===== config.mk =====
export PLATFORM = sky130hd
export DESIGN_NAME = fetch_sequencer_flat
export DESIGN_NICKNAME = d
export VERILOG_FILES = /design/src/rtl/fetch_sequencer_if.sv /design/src/rtl/fetch_sequencer.sv /design/src/flat_wrapper.sv
export SDC_FILE = /design/constraint.sdc
export NUM_CORES = 1
export LEC_CHECK = 0
export ABC_AREA = 1
export BUFFER_PORTS_ARGS = -buffer_cell sky130_fd_sc_hd__buf_2
export CORE_AREA = 3 3 131 133
export CTS_BUF_LIST = sky130_fd_sc_hd__clkbuf_8
export DETAILED_ROUTE_END_ITERATION = 12
export DIE_AREA = 0 0 134 136
export HOLD_SLACK_MARGIN = 0.08
export PLACE_DENSITY = 0.82
export SLEW_MARGIN = 40
export SYNTH_ARGS = -nofsm -noshare
export SYNTH_HDL_FRONTEND = slang
export SYNTH_SLANG_ARGS = --single-unit

===== constraint.sdc =====
create_clock -name clk -period 9.65 [get_ports clk]
set_input_delay 0.4825 -clock clk [delete_from_list [all_inputs] [get_ports clk]]
set_output_delay 0.4825 -clock clk [all_outputs]
set_load 0.005 [all_outputs]

===== src/rtl/fetch_sequencer_if.sv =====
// Fetch sequencer bus: program ROM port, redirect/halt
// controls and the IF/ID valid/ready output stream.
interface fetch_sequencer_if #(
   parameter int DATA_WIDTH = 32
);
   logic [DATA_WIDTH-1:0] imem_address;
   logic [DATA_WIDTH-1:0] imem_instruction;
   logic                  redirect_valid;
   logic [DATA_WIDTH-1:0] redirect_pc;
   logic                  halt;
   logic                  out_valid;
   logic                  out_ready;
   logic [DATA_WIDTH-1:0] out_instruction;
   logic [DATA_WIDTH-1:0] out_pc;
   logic [DATA_WIDTH-1:0] out_pc_plus4;
   logic                  fault;

   modport master (
      output imem_address,
      output out_valid,
      output out_instruction,
      output out_pc,
      output out_pc_plus4,
      output fault,
      input  imem_instruction,
      input  redirect_valid,
      input  redirect_pc,
      input  halt,
      input  out_ready
   );

   modport slave (
      input  imem_address,
      input  out_valid,
      input  out_instruction,
      input  out_pc,
      input  out_pc_plus4,
      input  fault,
      output imem_instruction,
      output redirect_valid,
      output redirect_pc,
      output halt,
      output out_ready
   );
endinterface


===== src/rtl/fetch_sequencer.sv =====
// Fetch PC owner with 2-entry skid buffer toward IF/ID.
// Optional ROM bounds check: define FETCH_BOUNDS_CHECK_EN.
module fetch_sequencer #(
   parameter int                    DATA_WIDTH   = 32,
   parameter logic [DATA_WIDTH-1:0] RESET_PC     = 32'h00400000,
   parameter int                    MEMORY_DEPTH = 32
) (
   input logic clk,
   input logic reset,
   fetch_sequencer_if.master bus
);

   typedef enum logic [1:0] {RUN, HALTED, FAULT} state_t;

   localparam int W = DATA_WIDTH;

   if (MEMORY_DEPTH < 1) begin : g_depth_check
      $error("MEMORY_DEPTH must be positive");
   end

   state_t         state;
   state_t         state_next;
   logic [W-1:0]   fetch_pc;
   logic [W-1:0]   instr0, instr1;
   logic [W-1:0]   pc0, pc1;
   logic [1:0]     count;
   logic           pop;
   logic           room;
   logic           can_fetch;
   logic           push;
   logic           fault_hit;
   logic           tail1;

   assign bus.imem_address = fetch_pc;
   assign bus.out_valid    = (count != 2'd0);
   assign pop              = bus.out_valid & bus.out_ready;
   assign room             = (count != 2'd2) | pop;
   assign can_fetch        = (state == RUN) & ~bus.redirect_valid
                           & ~bus.halt & room;

`ifdef FETCH_BOUNDS_CHECK_EN
   localparam logic [W:0] LIMIT =
      {1'b0, RESET_PC} + (W+1)'(4 * MEMORY_DEPTH);
   logic in_range;
   assign in_range  = (fetch_pc >= RESET_PC)
                    & ({1'b0, fetch_pc} < LIMIT);
   assign fault_hit = can_fetch & ~in_range;
   assign bus.fault = (state == FAULT);
`else
   assign fault_hit = 1'b0;
   assign bus.fault = 1'b0;
`endif

   assign push  = can_fetch & ~fault_hit;
   // Tail slot for a push, after any same-cycle pop shifts.
   assign tail1 = (count == 2'd2) | ((count == 2'd1) & ~pop);

   assign bus.out_instruction = bus.out_valid ? instr0 : '0;
   assign bus.out_pc          = bus.out_valid ? pc0 : '0;
   assign bus.out_pc_plus4    = bus.out_pc + W'(4);

   // Run/halt/fault control; fault only leaves via reset.
   always_comb begin
      state_next = state;
      unique case (state)
         RUN: begin
            if (fault_hit)     state_next = FAULT;
            else if (bus.halt) state_next = HALTED;
         end
         HALTED: begin
            if (!bus.halt) state_next = RUN;
         end
         default: state_next = state;
      endcase
   end

   // State register.
   always_ff @(posedge clk) begin
      if (reset) state <= RUN;
      else       state <= state_next;
   end

   // Fetch PC: redirect reloads word-aligned, push advances.
   always_ff @(posedge clk) begin
      if (reset)
         fetch_pc <= RESET_PC;
      else if (bus.redirect_valid)
         fetch_pc <= bus.redirect_pc & ~W'(3);
      else if (push)
         fetch_pc <= fetch_pc + W'(4);
   end

   // Occupancy; a redirect flushes everything.
   always_ff @(posedge clk) begin
      if (reset)
         count <= 2'd0;
      else if (bus.redirect_valid)
         count <= 2'd0;
      else
         count <= count + {1'b0, push} - {1'b0, pop};
   end

   // Entry storage: pop shifts head, push fills the tail.
   always_ff @(posedge clk) begin
      if (!reset && !bus.redirect_valid) begin
         if (pop) begin
            instr0 <= instr1;
            pc0    <= pc1;
         end
         if (push && tail1) begin
            instr1 <= bus.imem_instruction;
            pc1    <= fetch_pc;
         end else if (push) begin
            instr0 <= bus.imem_instruction;
            pc0    <= fetch_pc;
         end
      end
   end

endmodule


===== src/flat_wrapper.sv =====
// flat-port wrapper written by rule: the top's interface ports become plain ports
module fetch_sequencer_flat 
#(
   parameter int                    DATA_WIDTH   = 32,
   parameter logic [DATA_WIDTH-1:0] RESET_PC     = 32'h00400000,
   parameter int                    MEMORY_DEPTH = 32
)
  (clk, reset, bus_imem_address, bus_out_valid, bus_out_instruction, bus_out_pc, bus_out_pc_plus4, bus_fault, bus_imem_instruction, bus_redirect_valid, bus_redirect_pc, bus_halt, bus_out_ready);
  fetch_sequencer_if #(.DATA_WIDTH(DATA_WIDTH)) bus_i ();
  input logic clk;
  input logic reset;
  output wire logic [$bits(bus_i.imem_address)-1:0] bus_imem_address;
  output wire logic [$bits(bus_i.out_valid)-1:0] bus_out_valid;
  output wire logic [$bits(bus_i.out_instruction)-1:0] bus_out_instruction;
  output wire logic [$bits(bus_i.out_pc)-1:0] bus_out_pc;
  output wire logic [$bits(bus_i.out_pc_plus4)-1:0] bus_out_pc_plus4;
  output wire logic [$bits(bus_i.fault)-1:0] bus_fault;
  input wire logic [$bits(bus_i.imem_instruction)-1:0] bus_imem_instruction;
  input wire logic [$bits(bus_i.redirect_valid)-1:0] bus_redirect_valid;
  input wire logic [$bits(bus_i.redirect_pc)-1:0] bus_redirect_pc;
  input wire logic [$bits(bus_i.halt)-1:0] bus_halt;
  input wire logic [$bits(bus_i.out_ready)-1:0] bus_out_ready;
  assign bus_imem_address = bus_i.imem_address;
  assign bus_out_valid = bus_i.out_valid;
  assign bus_out_instruction = bus_i.out_instruction;
  assign bus_out_pc = bus_i.out_pc;
  assign bus_out_pc_plus4 = bus_i.out_pc_plus4;
  assign bus_fault = bus_i.fault;
  assign bus_i.imem_instruction = bus_imem_instruction;
  assign bus_i.redirect_valid = bus_redirect_valid;
  assign bus_i.redirect_pc = bus_redirect_pc;
  assign bus_i.halt = bus_halt;
  assign bus_i.out_ready = bus_out_ready;
  fetch_sequencer #(.DATA_WIDTH(DATA_WIDTH), .RESET_PC(RESET_PC), .MEMORY_DEPTH(MEMORY_DEPTH)) u_core (.clk(clk), .reset(reset), .bus(bus_i));
endmodule

=== Word-level counts from Yosys, hierarchy flattened ===
Index checks and enable logic that the tools add are counted.

* Flip-flop bits (word level): 164
* Bits in latches: 0
* RAM bits: 0
* ROM bits: 0
* Input port bits: 69
* Output and inout port bits: 130
* Logic and storage cells: 52
* Memories: 0

* $add $sub $neg: 4
* Multiply operators: 0
* Divide/modulo/power cells: 0
* $lt $le $gt $ge: 0
* Eq/ne operators: 6
* Shift-type cells: 0
* Muxes and demuxes: 13
* Bitwise logic cells: 10
* Reductions and logical operators: 11

{| class="wikitable"
|+ Operator list
! cell !! count
|-
| $mux 32 || 10
|-
| $add 32x3->32 const B || 2
|-
| $ne 2x2->1 const B || 3
|-
| $reduce_bool 2->1 || 3
|-
| $and 1x1->1 || 5
|-
| $eq 2x1->1 const B || 2
|-
| $mux 2 || 2
|-
| $pmux 2 s2 || 1
|-
| $not 1->1 || 3
|-
| $reduce_and 3->1 || 1
|-
| $add 2x1->2 || 1
|-
| $eq 2x2->1 const B || 1
|-
| $logic_and 1x1->1 || 2
|-
| $logic_not 1->1 || 2
|-
| $logic_not 2->1 || 1
|-
| $or 1x1->1 || 2
|-
| $reduce_and 2->1 || 1
|-
| $reduce_or 2->1 || 1
|-
| $sub 2x1->2 || 1
|}

=== Longest topological paths before layout ===
Gate-level depths: netlist of the first run.

* Word-level depth: 7
* Gate-level depth with buffers: 12
* Depth with buffers taken out: 11

=== Least setup slack after synthesis of the first run ===
OpenSTA, ideal clock, no wires.

* Kind: in2reg
* Start point: in bus_redirect_valid
* End point: reg u_core.instr1[0], enable pin
* Library setup time: 0.559 ns
* Arrival: 8.063 ns
* Required time: 9.091 ns
* Setup slack: 1.029 ns
* Stages on the path: 4
* Path buffers: 1
* Path through: buf_2 nor2_1 inv_1 nor3_1

* Word-level cells in the longest chain between the ends: 6
* Elaborated cells on any way between the ends: 8
* Those cells by class: bitwise (4); reduce/logical (4)

{| class="wikitable"
|+ Ends and longest elaborated chain
! what !! RTL line !! text
|-
| start: declaration || flat_wrapper.sv:19 || <nowiki>input wire logic [$bits(bus_i.redirect_valid)-1:0] bus_redirect_valid;</nowiki>
|-
| $not 1->1 || fetch_sequencer.sv:38 || <nowiki>assign can_fetch = (state == RUN) & ~bus.redirect_valid</nowiki>
|-
| $and 1x1->1 || fetch_sequencer.sv:38 ||
|-
| $and 1x1->1 (2 in series) || fetch_sequencer.sv:39 || <nowiki>& ~bus.halt & room;</nowiki>
|-
| $logic_and 1x1->1 || fetch_sequencer.sv:110 || <nowiki>if (push && tail1) begin</nowiki>
|-
| $reduce_and 2->1 (no line) (*) || -- ||
|-
| end signal: assignment || fetch_sequencer.sv:111 || <nowiki>instr1 <= bus.imem_instruction;</nowiki>
|-
| end: declaration || fetch_sequencer.sv:24 || <nowiki>logic [W-1:0] instr0, instr1;</nowiki>
|}

Mark *: on every way between the ends. The rest lies on a longest branch, timed or not.
A chain may end at the register's enable or synchronous reset.

=== Worst setup path after layout of the first run ===
* Start point: reg u_core.count[1]
* End point: out bus_out_pc_plus4[16]

* Word-level cells in the longest chain between the ends: 3

{| class="wikitable"
|+ Ends and longest elaborated chain
! what !! RTL line !! text
|-
| start: declaration || fetch_sequencer.sv:26 || <nowiki>logic [1:0] count;</nowiki>
|-
| start signal: assignment || fetch_sequencer.sv:100 || <nowiki>count <= count + {1'b0, push} - {1'b0, pop};</nowiki>
|-
| $reduce_bool 2->1 || fetch_sequencer.sv:35 || <nowiki>assign bus.out_valid = (count != 2'd0);</nowiki>
|-
| $mux 32 || fetch_sequencer.sv:59 || <nowiki>assign bus.out_pc = bus.out_valid ? pc0 : '0;</nowiki>
|-
| $add 32x3->32 || fetch_sequencer.sv:60 || <nowiki>assign bus.out_pc_plus4 = bus.out_pc + W'(4);</nowiki>
|-
| end: declaration || flat_wrapper.sv:16 || <nowiki>output wire logic [$bits(bus_i.out_pc_plus4)-1:0] bus_out_pc_plus4;</nowiki>
|}

No other way between the ends.

==> out/results.ini, run 1 <==
[finish]
drive_gt1_share_pct=22.5
postLayoutCellArea_um2=10400
area_growth_pct=15.3
diodes=0
mostFrequentLayoutCell=nand2_1
nNetsFinal=1370
fin_util_pct=65.5
fillers=1395
final_cell_mix=315 x nand2_1, 193 x buf_2, 161 x nor2_1
stdcell_count=1526

[grt]
grt_pass1_vias=7472
grtUsageTotal_pct=25.9
grt-ovfl-total=0
grt_pass1_wl_mm=37.7
antenna_found_initial=0
grt_max_degree=72

[clocking]
clkSlewWorstSetupHoldPaths_ps=100
cts_resized=0
cts_buffers=17
h-tree-depth=4
cts_root_buf=clkbuf_8
worst_skew_pair.late_latency_ps=460
ctsHoldBuffers=0
cts_tree=yes
clockBufferDepth=2
clock_sinks=159
cts_setup_buffers=0

[synth]
synth-edff-count=126
synthCells=1125
async_reset_ff_share_pct=0
synth_cell_types=43
synth-main-ff-cell=edfxtp_1
ys_ff_latch=159
netlist_area_um2=9050
synth_warnings=0
ys_seq_area_share_pct=49.1
avgSynthCellArea_um2=8.04

[sta]
fin_crit_sh_pct=33.2
final.setup.tns_ps=0
tightestPinTransition_ps=852
rsz0062_at_grt=no
whs_ps=201
fmax_mhz=312
slew_violations=0
worst_slack_ps=6450
setup_viol=0
fin_crit_ps=3200
hold_viol=0
slew_headroom_pct=42.8
finClkSkew_ps=14.0

[worst_hold_path]
hold_class=input port to flip-flop

[routing]
vias=8150
drt_iter0_markers=693
drtPass1Iterations=5
vias_per_cell=5.34
post-route-drc-count=0
antenna_left=0
finalWirelength_mm=23.8
avgRoutedWirePerCell_um=15.6

[placement]
place_congestion=0.946
place_worst_setup_slack_ps=6390
dp_hpwl_mm=17.4
dpl_cell_area_um2=10100
portBuffers=193
dpl.cell_count=1494

[power]
ir_drop_uv=92.7
net-switching-power_uw=415
swShare_pct=28.9
seqPwrFrac_pct=55.4
clockPowerShare_pct=31.5
intPower_mw=1.02
totalPowerFinal_mw=1.44
comb_power_share_pct=13.0
power_density_nw_per_um2=138
power.leakage_nw=4.82

[setup_path]
cp_max_fo=57
startpoint_type=flip-flop
critPathArrivalTime_ps=2720
cpMostUsedCell=nor2_2
cp.required_ps=9170
crit_type=flip-flop to primary output
slowest_delay_ps=480
crit_chain=nor2_4, buf_6, nor2_2, ha_1, nand3_4, nor2_2, nand2_1, xnor2_1, buf_2
critical-path-slowest-cell=dfxtp_1
endpoint_kind=primary output

[floorplan]
die-area_um2=18200
die_height_um=136
start_util_pct=56.8
fp-row-count=46
die_w_um=134
io_pins=199
core_um2=15900

[outcome]
status=finished clean

[run]
maxCapViolCount=0

-- metal layers --
| layer | global-route usage, % | vias to the layer above | share of wire [%] | routed length (µm) |
|---|---|---|---|---|
| li1 | - | 3975 | - | - |
| met1 | 36.8 | 3750 | 44 | 10400 |
| met2 | 40.5 | 385 | 46 | 11000 |
| met3 | 4.92 | 40 | 8.5 | 2020 |
| met4 | 8.17 | 0 | 1.9 | 456 |
| met5 | 0 | - | 0 | 0 |
-- power groups by stage --
stage	Combinational (mW)	Sequential (mW)	Clock (mW)
after global routing	0.211	0.801	0.492
after detailed placement	0.187	0.812	0
after CTS	0.188	0.797	0.461
after global placement	0.181	0.811	0
final	0.188	0.798	0.454
after floorplan	0.123	0.805	0
-- worst paths after layout --
kind                                             startpoint                    to  slack [ps]  cells after the start
worst min register to register  u_core.bus.imem_address[27]        u_core.pc1[27]         570                      0
worst max register to register              u_core.count[0]      u_core.instr0[0]        6770                      9
worst max-delay path                        u_core.count[1]  bus_out_pc_plus4[16]        6450                      9
worst min-delay path               bus_imem_instruction[25]     u_core.instr1[25]         200                      1
-- registers in the layout, summed over array words and instances, names as in the netlist --
| register | flops |
|---|---|
| u_core.pc0 | 32 |
| u_core.instr0 | 32 |
| u_core.bus.imem_address | 30 |
| u_core.count | 2 |
| u_core.state | 1 |
| u_core.pc1 | 30 |
| u_core.instr1 | 32 |
-- critical path: cells and delay by family (launching register included) --
kind | cells | cell delay (ps)
DFF | 1 | 480
buffers and inverters | 2 | 430
adders and majority gates | 1 | 330
xor gates and xnor gates | 1 | 160
and+or+nand+nor | 5 | 860
-- cell families after synthesis --
| kind of cell | after synthesis | share of synthesized area, % |
|---|---|---|
| adders and majority gates | 4 | 0.553 |
| AOI/OAI and AO/OA | 152 | 9.68 |
| and+or+nand+nor | 585 | 28.9 |
| xor gates and xnor gates | 19 | 1.92 |
| DFF | 159 | 49.1 |
| other | 1 | 0.0414 |
| buffers and inverters | 205 | 9.76 |
-- cell usage after synthesis (4+ instances only) --
master / n / area (µm²)
nand3_1: 36 / 180
xor2_1: 15 / 131
buf_4: 7 / 52.6
nand4_1: 9 / 56.3
edfxtp_1: 126 / 3780
clkbuf_1: 10 / 37.5
inv_1: 146 / 548
buf_2: 24 / 120
nor2_2: 18 / 113
ha_1: 4 / 50.1
inv_2: 8 / 30.0
nand2_4: 5 / 56.3
a21oi_1: 32 / 160
dfxtp_1: 33 / 661
nor3_1: 6 / 30.0
nand2_1: 315 / 1180
nor2_1: 162 / 608
nor2_8: 5 / 100
a31oi_1: 40 / 250
o21ai_0: 51 / 255
o211ai_1: 20 / 150
nor2_4: 12 / 135
-- final cells by class --
cell class	instances	area, µm²	area share, %
repair buffers	200	1030	9.83
multi-input cells	763	3750	35.9
inverters	156	589	5.65
well taps	216	270	2.59
flip-flops and latches	159	4440	42.6
clock buffers	17	234	2.24
clock inverters	15	128	1.22
No activity file was read; power rests on OpenSTA's default activity.
==> run 2, diff against run 1 <==
==> constraint.sdc (replaced) <==
create_clock -name clk -period 3.2 [get_ports clk]
set_input_delay 0.16 -clock clk [delete_from_list [all_inputs] [get_ports clk]]
set_output_delay 0.16 -clock clk [all_outputs]
set_load 0.005 [all_outputs]
==> run 2 against run 1 <==
Net effect:
- flip-flop and latch count is the same
- worst hold slack worse by 97 ps
- die area unchanged
- setup slack worse by 6000 ps
- register-to-register slack worse by 6100 ps
- first-iteration DRC count grew 20%
- clock power grew to 3.4 times the previous value
==> out/results.ini, run 2 (same netlist as run 1, synthesis figures left out) <==
[clocking]
cts_tree=yes  ; unchanged
worst_skew_pair.late_latency_ps=450  ; was 460 ps
clockBufferDepth=2  ; unchanged
cts_root_buf=clkbuf_8  ; unchanged
clkSlewWorstSetupHoldPaths_ps=90  ; was 100 ps
clock_sinks=159  ; unchanged
h-tree-depth=4  ; unchanged
cts_setup_buffers=0  ; unchanged
cts_buffers=17  ; unchanged

[setup_path]
crit_type=flip-flop to primary output  ; unchanged
critPathArrivalTime_ps=2640  ; was 2720 ps
cp_max_fo=11  ; was 57
crit_chain=inv_2, nand2_2, nand2_4, inv_1, ha_1, nand3_4, nor2_2, nand2_1, xnor2_1, buf_2  ; was nor2_4, buf_6, nor2_2, ha_1, nand3_4, nor2_2, nand2_1, xnor2_1, buf_2
cp.required_ps=3040  ; was 9170 ps
endpoint_kind=primary output  ; unchanged
path_buf_inv=3  ; was 2
cp_top_family=simple AND/OR/NAND/NOR gates  ; unchanged
ff2ff_setup_slack_ps=660  ; was 6770 ps
r2r_start=u_core.count[0]  ; unchanged
r2r_cells=9  ; unchanged
slowest_delay_ps=470  ; was 480 ps
startpoint_type=flip-flop  ; unchanged
r2r_end=u_core.pc0[14]  ; was u_core.instr0[0]
critical-path-slowest-cell=dfxtp_1  ; unchanged

[floorplan]
die-area_um2=18200  ; unchanged
fp-row-count=46  ; unchanged
die_height_um=136  ; unchanged
die_w_um=134  ; unchanged
io_pins=199  ; unchanged
start_util_pct=56.8  ; unchanged
core_um2=15900  ; unchanged

[grt]
antenna_found_initial=0  ; unchanged
grt_pass1_wl_mm=39.5  ; was 37.7 mm
grt-ovfl-total=0  ; unchanged
grt_max_degree=65  ; was 72
grtUsageTotal_pct=27.2  ; was 25.9%
grt_pass1_vias=7875  ; was 7472

[placement]
portBuffers=193  ; unchanged
dpl.cell_count=1497  ; was 1494
place_congestion=0.950  ; was 0.946
dpl_cell_area_um2=10100  ; about the same
dp_hpwl_mm=17.5  ; was 17.4 mm
place_worst_setup_slack_ps=723  ; was 6390 ps

[finish]
postLayoutCellArea_um2=11200  ; was 10400 µm²
mostFrequentLayoutCell=nand2_1  ; unchanged
top_regs=u_core.instr0 (32), u_core.instr1 (32), u_core.pc0 (32)  ; unchanged
final_cell_mix=315 x nand2_1, 193 x buf_2, 161 x nor2_1  ; unchanged
area_growth_pct=23.4  ; was 15.3%
diodes=0  ; unchanged
stdcell_count=1590  ; was 1526
drive_gt1_share_pct=21.8  ; was 22.5%
nNetsFinal=1434  ; was 1370

[power]
totalPowerFinal_mw=4.58  ; was 1.44 mW
power_density_nw_per_um2=410  ; was 138 nW/µm²
power.leakage_nw=5.13  ; was 4.82 nW
ir_drop_uv=250  ; was 92.7 µV

[routing]
finalWirelength_mm=24.8  ; was 23.8 mm
vias=8318  ; was 8150
drtPass1Iterations=5  ; unchanged
antenna_left=0  ; unchanged
post-route-drc-count=0  ; unchanged
vias_per_cell=5.23  ; was 5.34
avgRoutedWirePerCell_um=15.6  ; about the same
drt_iter0_markers=833  ; was 693

[outcome]
status=finished clean  ; unchanged

[worst_hold_path]
hold_class=input port to flip-flop  ; unchanged
min_path_cells=5  ; was 1
hold_start=bus_redirect_pc[21]  ; was bus_imem_instruction[25]
holdPathEnd=u_core.bus.imem_address[21]  ; was u_core.instr1[25]

[run]
maxCapViolCount=0  ; unchanged

[sta]
rsz0062_at_grt=no  ; unchanged
finClkSkew_ps=10.1  ; was 14.0 ps
slew_headroom_pct=47.8  ; was 42.8%
setup_viol=0  ; unchanged
worst_slack_ps=403  ; was 6450 ps
tightestPinTransition_ps=782  ; was 852 ps
slew_violations=0  ; unchanged
hold_viol=0  ; unchanged
fmax_mhz=358
fin_crit_ps=2800
fin_crit_sh_pct=87.4

[run 2: changes by cell type in the layout (fill, tap and decap cells not counted), moves of 2 or more]
cell	before	now
buf_12	0	3
bufinv_16	0	2
dlygate4sd3_1	0	61
inv_6	7	5
[run 2: how the worst max path moves through the flow]
stage | cells past startpoint | startpoint | slack, ps | to
6_report | 10 | u_core.count[1] | 400 | bus_out_pc_plus4[18]
5_1_grt | 10 | u_core.count[1] | 200 | bus_out_pc_plus4[18]
4_1_cts | 10 | u_core.count[1] | 390 | bus_out_pc_plus4[18]
3_5_place_dp | 9 | u_core.count[0] | 720 | u_core.pc0[25]
3_3_place_gp | 9 | u_core.count[0] | 800 | u_core.pc0[19]
2_1_floorplan | 4 | bus_redirect_valid | -190 | u_core.instr1[0]
[run 2: repair_timing]
item                                   in CTS  in global routing
hold buffers                               61                  0
endpoints found under the hold margin      86                  0
gates resized for setup                     0                  0
[run 2: metrics by stage]
| stage | utilization, % | setup TNS (ps) | hold WS [ps] |
|---|---|---|---|
| 2_1_floorplan | - | -11950 | 259 |
| 3_3_place_gp | 63.6 | 0 | 357 |
| 3_5_place_dp | 63.6 | 0 | 353 |
| 4_1_cts | 70.0 | 0 | 87.4 |
| 5_1_grt | 70.0 | 0 | 93.6 |
| 6_report | 70.0 | 0 | 105 |
[run 2: routing by layer]
layer  GRT usage [%]  wire [µm]  vias to the layer above  share of wire [%]
li1                -          -                     4107                  -
met1            38.3      10700                     3754                 43
met2            43.3      11400                      412                 46
met3            4.77       2110                       45                8.5
met4            8.74        578                        0                2.3
met5               0          0                        -                  0
[run 2: worst register-to-register path, stage by stage, from the launching register on]
cell	delay, ps
dfxtp_1	350
inv_1	110
nand2_2	280
nand2_1	240
inv_1	90
nor2_4	170
clkinv_2	410
buf_4	370
o211ai_1	110
o21ai_0	140
[run 2: report_power, final]
group | leakage, nW | switching [mW] | internal [mW]
Sequential | 1.44 | 0.0798 | 2.33
Combinational | 3.48 | 0.379 | 0.259
Clock | 0.199 | 0.813 | 0.719
Total | 5.13 | 1.27 | 3.30
[run 2: layout make-up]
| class | instances | area (µm²) |
|---|---|---|
| flip-flops and latches | 159 | 4440 |
| well taps | 216 | 270 |
| clock inverters | 15 | 180 |
| clock buffers | 17 | 234 |
| fillers | 1314 | 4780 |
| multi-input cells | 763 | 3750 |
| repair buffers | 264 | 1690 |
| inverters | 156 | 589 |
==> run 3, diff against run 2 <==
--- a/config.mk
+++ b/config.mk
@@ -7,13 +7,13 @@
 export LEC_CHECK = 0
 export ABC_AREA = 1
 export BUFFER_PORTS_ARGS = -buffer_cell sky130_fd_sc_hd__buf_2
-export CORE_AREA = 3 3 131 133
+export CORE_AREA = 3 3 127 129
 export CTS_BUF_LIST = sky130_fd_sc_hd__clkbuf_8
 export DETAILED_ROUTE_END_ITERATION = 12
-export DIE_AREA = 0 0 134 136
+export DIE_AREA = 0 0 130 132
 export HOLD_SLACK_MARGIN = 0.08
-export PLACE_DENSITY = 0.82
-export SLEW_MARGIN = 40
+export PLACE_DENSITY = 0.86
+export SLEW_MARGIN = 10
 export SYNTH_ARGS = -nofsm -noshare
 export SYNTH_HDL_FRONTEND = slang
 export SYNTH_SLANG_ARGS = --single-unit
==> constraint.sdc (replaced) <==
create_clock -name clk -period 3.3 [get_ports clk]
set_input_delay 0.165 -clock clk [delete_from_list [all_inputs] [get_ports clk]]
set_output_delay 0.165 -clock clk [all_outputs]
set_load 0.005 [all_outputs]
==> run 3 against run 2 <==
Net effect:
- sequential power down 3%
- largest power group unchanged
- clock skew down 1.2 ps
- die area is 5.8% lower
- cell area decreased by 0.80%
- sequential share of layout area is 0.32 points higher
- combinational power shrank 3.4%
==> out/results.ini, run 3 (same netlist as run 1, synthesis figures left out) <==
[outcome]
status=finished clean  ; unchanged

[floorplan]
fp-row-count=45  ; was 46
start_util_pct=59.8  ; was 56.8%
core_um2=15100  ; was 15900 µm²
die_w_um=130  ; was 134 µm
die_height_um=132  ; was 136 µm
io_pins=199  ; unchanged
die-area_um2=17200  ; was 18200 µm²

[setup_path]
slowest_delay_ps=470  ; about the same
path_buf_inv=3  ; unchanged
cp_top_family=simple AND/OR/NAND/NOR gates  ; unchanged
endpoint_kind=primary output  ; unchanged
critPathArrivalTime_ps=2640  ; about the same
crit_type=flip-flop to primary output  ; unchanged
crit_chain=inv_2, nand2_2, nand2_4, inv_1, ha_1, nand3_4, nor2_2, nand2_1, xnor2_1, buf_2  ; unchanged
cp.required_ps=3130  ; was 3040 ps
startpoint_type=flip-flop  ; unchanged
cp_max_fo=11  ; unchanged
critical-path-slowest-cell=dfxtp_1  ; unchanged

[grt]
grt_max_degree=65  ; unchanged
grt_pass1_wl_mm=39.3  ; was 39.5 mm
antenna_found_initial=0  ; unchanged
grt-ovfl-total=0  ; unchanged
grtUsageTotal_pct=29.0  ; was 27.2%
grt_pass1_vias=7810  ; was 7875

[sta]
slew_violations=0  ; unchanged
slew_headroom_pct=42.8  ; was 47.8%
hold_viol=0  ; unchanged
fmax_mhz=356
fin_crit_ps=2810
rsz0062_at_grt=no  ; unchanged
tightestPinTransition_ps=858  ; was 782 ps
fin_crit_sh_pct=85.1
setup_viol=0  ; unchanged
finClkSkew_ps=8.91  ; was 10.1 ps

[finish]
multi_input_area_um2=3750  ; unchanged
area_growth_pct=22.4  ; was 23.4%
mostFrequentLayoutCell=nand2_1  ; unchanged
top_regs=u_core.instr0 (32), u_core.instr1 (32), u_core.pc0 (32)  ; unchanged
fin_util_pct=73.1  ; was 70.0%
stdcell_count=1563  ; was 1590
nNetsFinal=1435  ; was 1434
drive_gt1_share_pct=21.8  ; about the same
seqCellArea_um2=4440  ; unchanged
fillers=1142  ; was 1314
postLayoutCellArea_um2=11100  ; was 11200 µm²
diodes=0  ; unchanged
final_cell_mix=315 x nand2_1, 193 x buf_2, 161 x nor2_1  ; unchanged

[run]
maxCapViolCount=0  ; unchanged

[routing]
drtPass1Iterations=5  ; unchanged
post-route-drc-count=0  ; unchanged
avgRoutedWirePerCell_um=16.1  ; was 15.6 µm
drt_iter0_markers=798  ; was 833
finalWirelength_mm=25.2  ; was 24.8 mm
antenna_left=0  ; unchanged
vias=8534  ; was 8318
vias_per_cell=5.46  ; was 5.23

[clocking]
clock_sinks=159  ; unchanged
h-tree-depth=4  ; unchanged
cts_resized=0  ; unchanged
cts_root_buf=clkbuf_8  ; unchanged
clockBufferDepth=2  ; unchanged
cts_tree=yes  ; unchanged
worst_skew_pair.late_latency_ps=470  ; was 450 ps
clkSlewWorstSetupHoldPaths_ps=80  ; was 90 ps
cts_buffers=17  ; unchanged

[placement]
dp_hpwl_mm=17.6  ; was 17.5 mm
portBuffers=193  ; unchanged
dpl_cell_area_um2=10100  ; about the same
place_congestion=0.949  ; was 0.950
dpl.cell_count=1470  ; was 1497

[power]
power_density_nw_per_um2=397  ; was 410 nW/µm²
power.leakage_nw=5.11  ; was 5.13 nW
ir_drop_uv=262  ; was 250 µV
totalPowerFinal_mw=4.40  ; was 4.58 mW

[worst_hold_path]
hold_class=input port to flip-flop  ; unchanged

==> run 3: per-stage QoR <==
stage                     setup slack [ps]  TNS [ps]  hold WS (ps)
after floorplan                      -97.7     -6060           264
after global placement                1050         0           357
after detailed placement               953         0           357
after CTS                              432         0           109
after global routing                   339         0           122
final                                  493         0           110
==> run 3: worst paths after layout <==
check	startpoint	slack (ps)	cells after the start	to
setup reg to reg	u_core.count[1]	950	7	u_core.instr0[12]
setup / recovery	u_core.count[1]	490	10	bus_out_pc_plus4[16]
hold reg to reg	u_core.bus.imem_address[30]	550	0	u_core.pc1[30]
hold / removal	bus_redirect_pc[21]	110	5	u_core.bus.imem_address[21]
==> run 3: tightest hold or removal path: stages <==
cell	delay [ps]
buf_2	100
nand2_1	70
o21ai_0	80
inv_1	60
a21oi_1	50
==> run 3: timing repair <==
item                                   CTS  global route
hold buffers                            61             0
endpoints found under the hold margin   82             0
buffers inserted                         0             0
==> run 3: area by class of cell <==
type	count	share of cell area [%]
clock inverters	15	1.45
clock buffers	17	2.11
inverters	156	5.32
multi-input cells	763	33.9
well taps	188	2.12
flip-flops and latches	159	40.1
repair buffers	265	15.0
==> run 3: where the power goes <==
| part | switching, mW | internal (mW) |
|---|---|---|
| clock | 0.772 | 0.680 |
| sequential | 0.0780 | 2.26 |
| combinational | 0.369 | 0.247 |
==> run 3: per-layer routing <==
metal | global-route usage, % | part of all wire, % | up-vias
met4 | 8.37 | 1.7 | 0
met5 | 0 | 0 | -
met1 | 39.3 | 41 | 3906
met2 | 47.4 | 48 | 470
li1 | - | - | 4111
met3 | 5.67 | 8.9 | 47
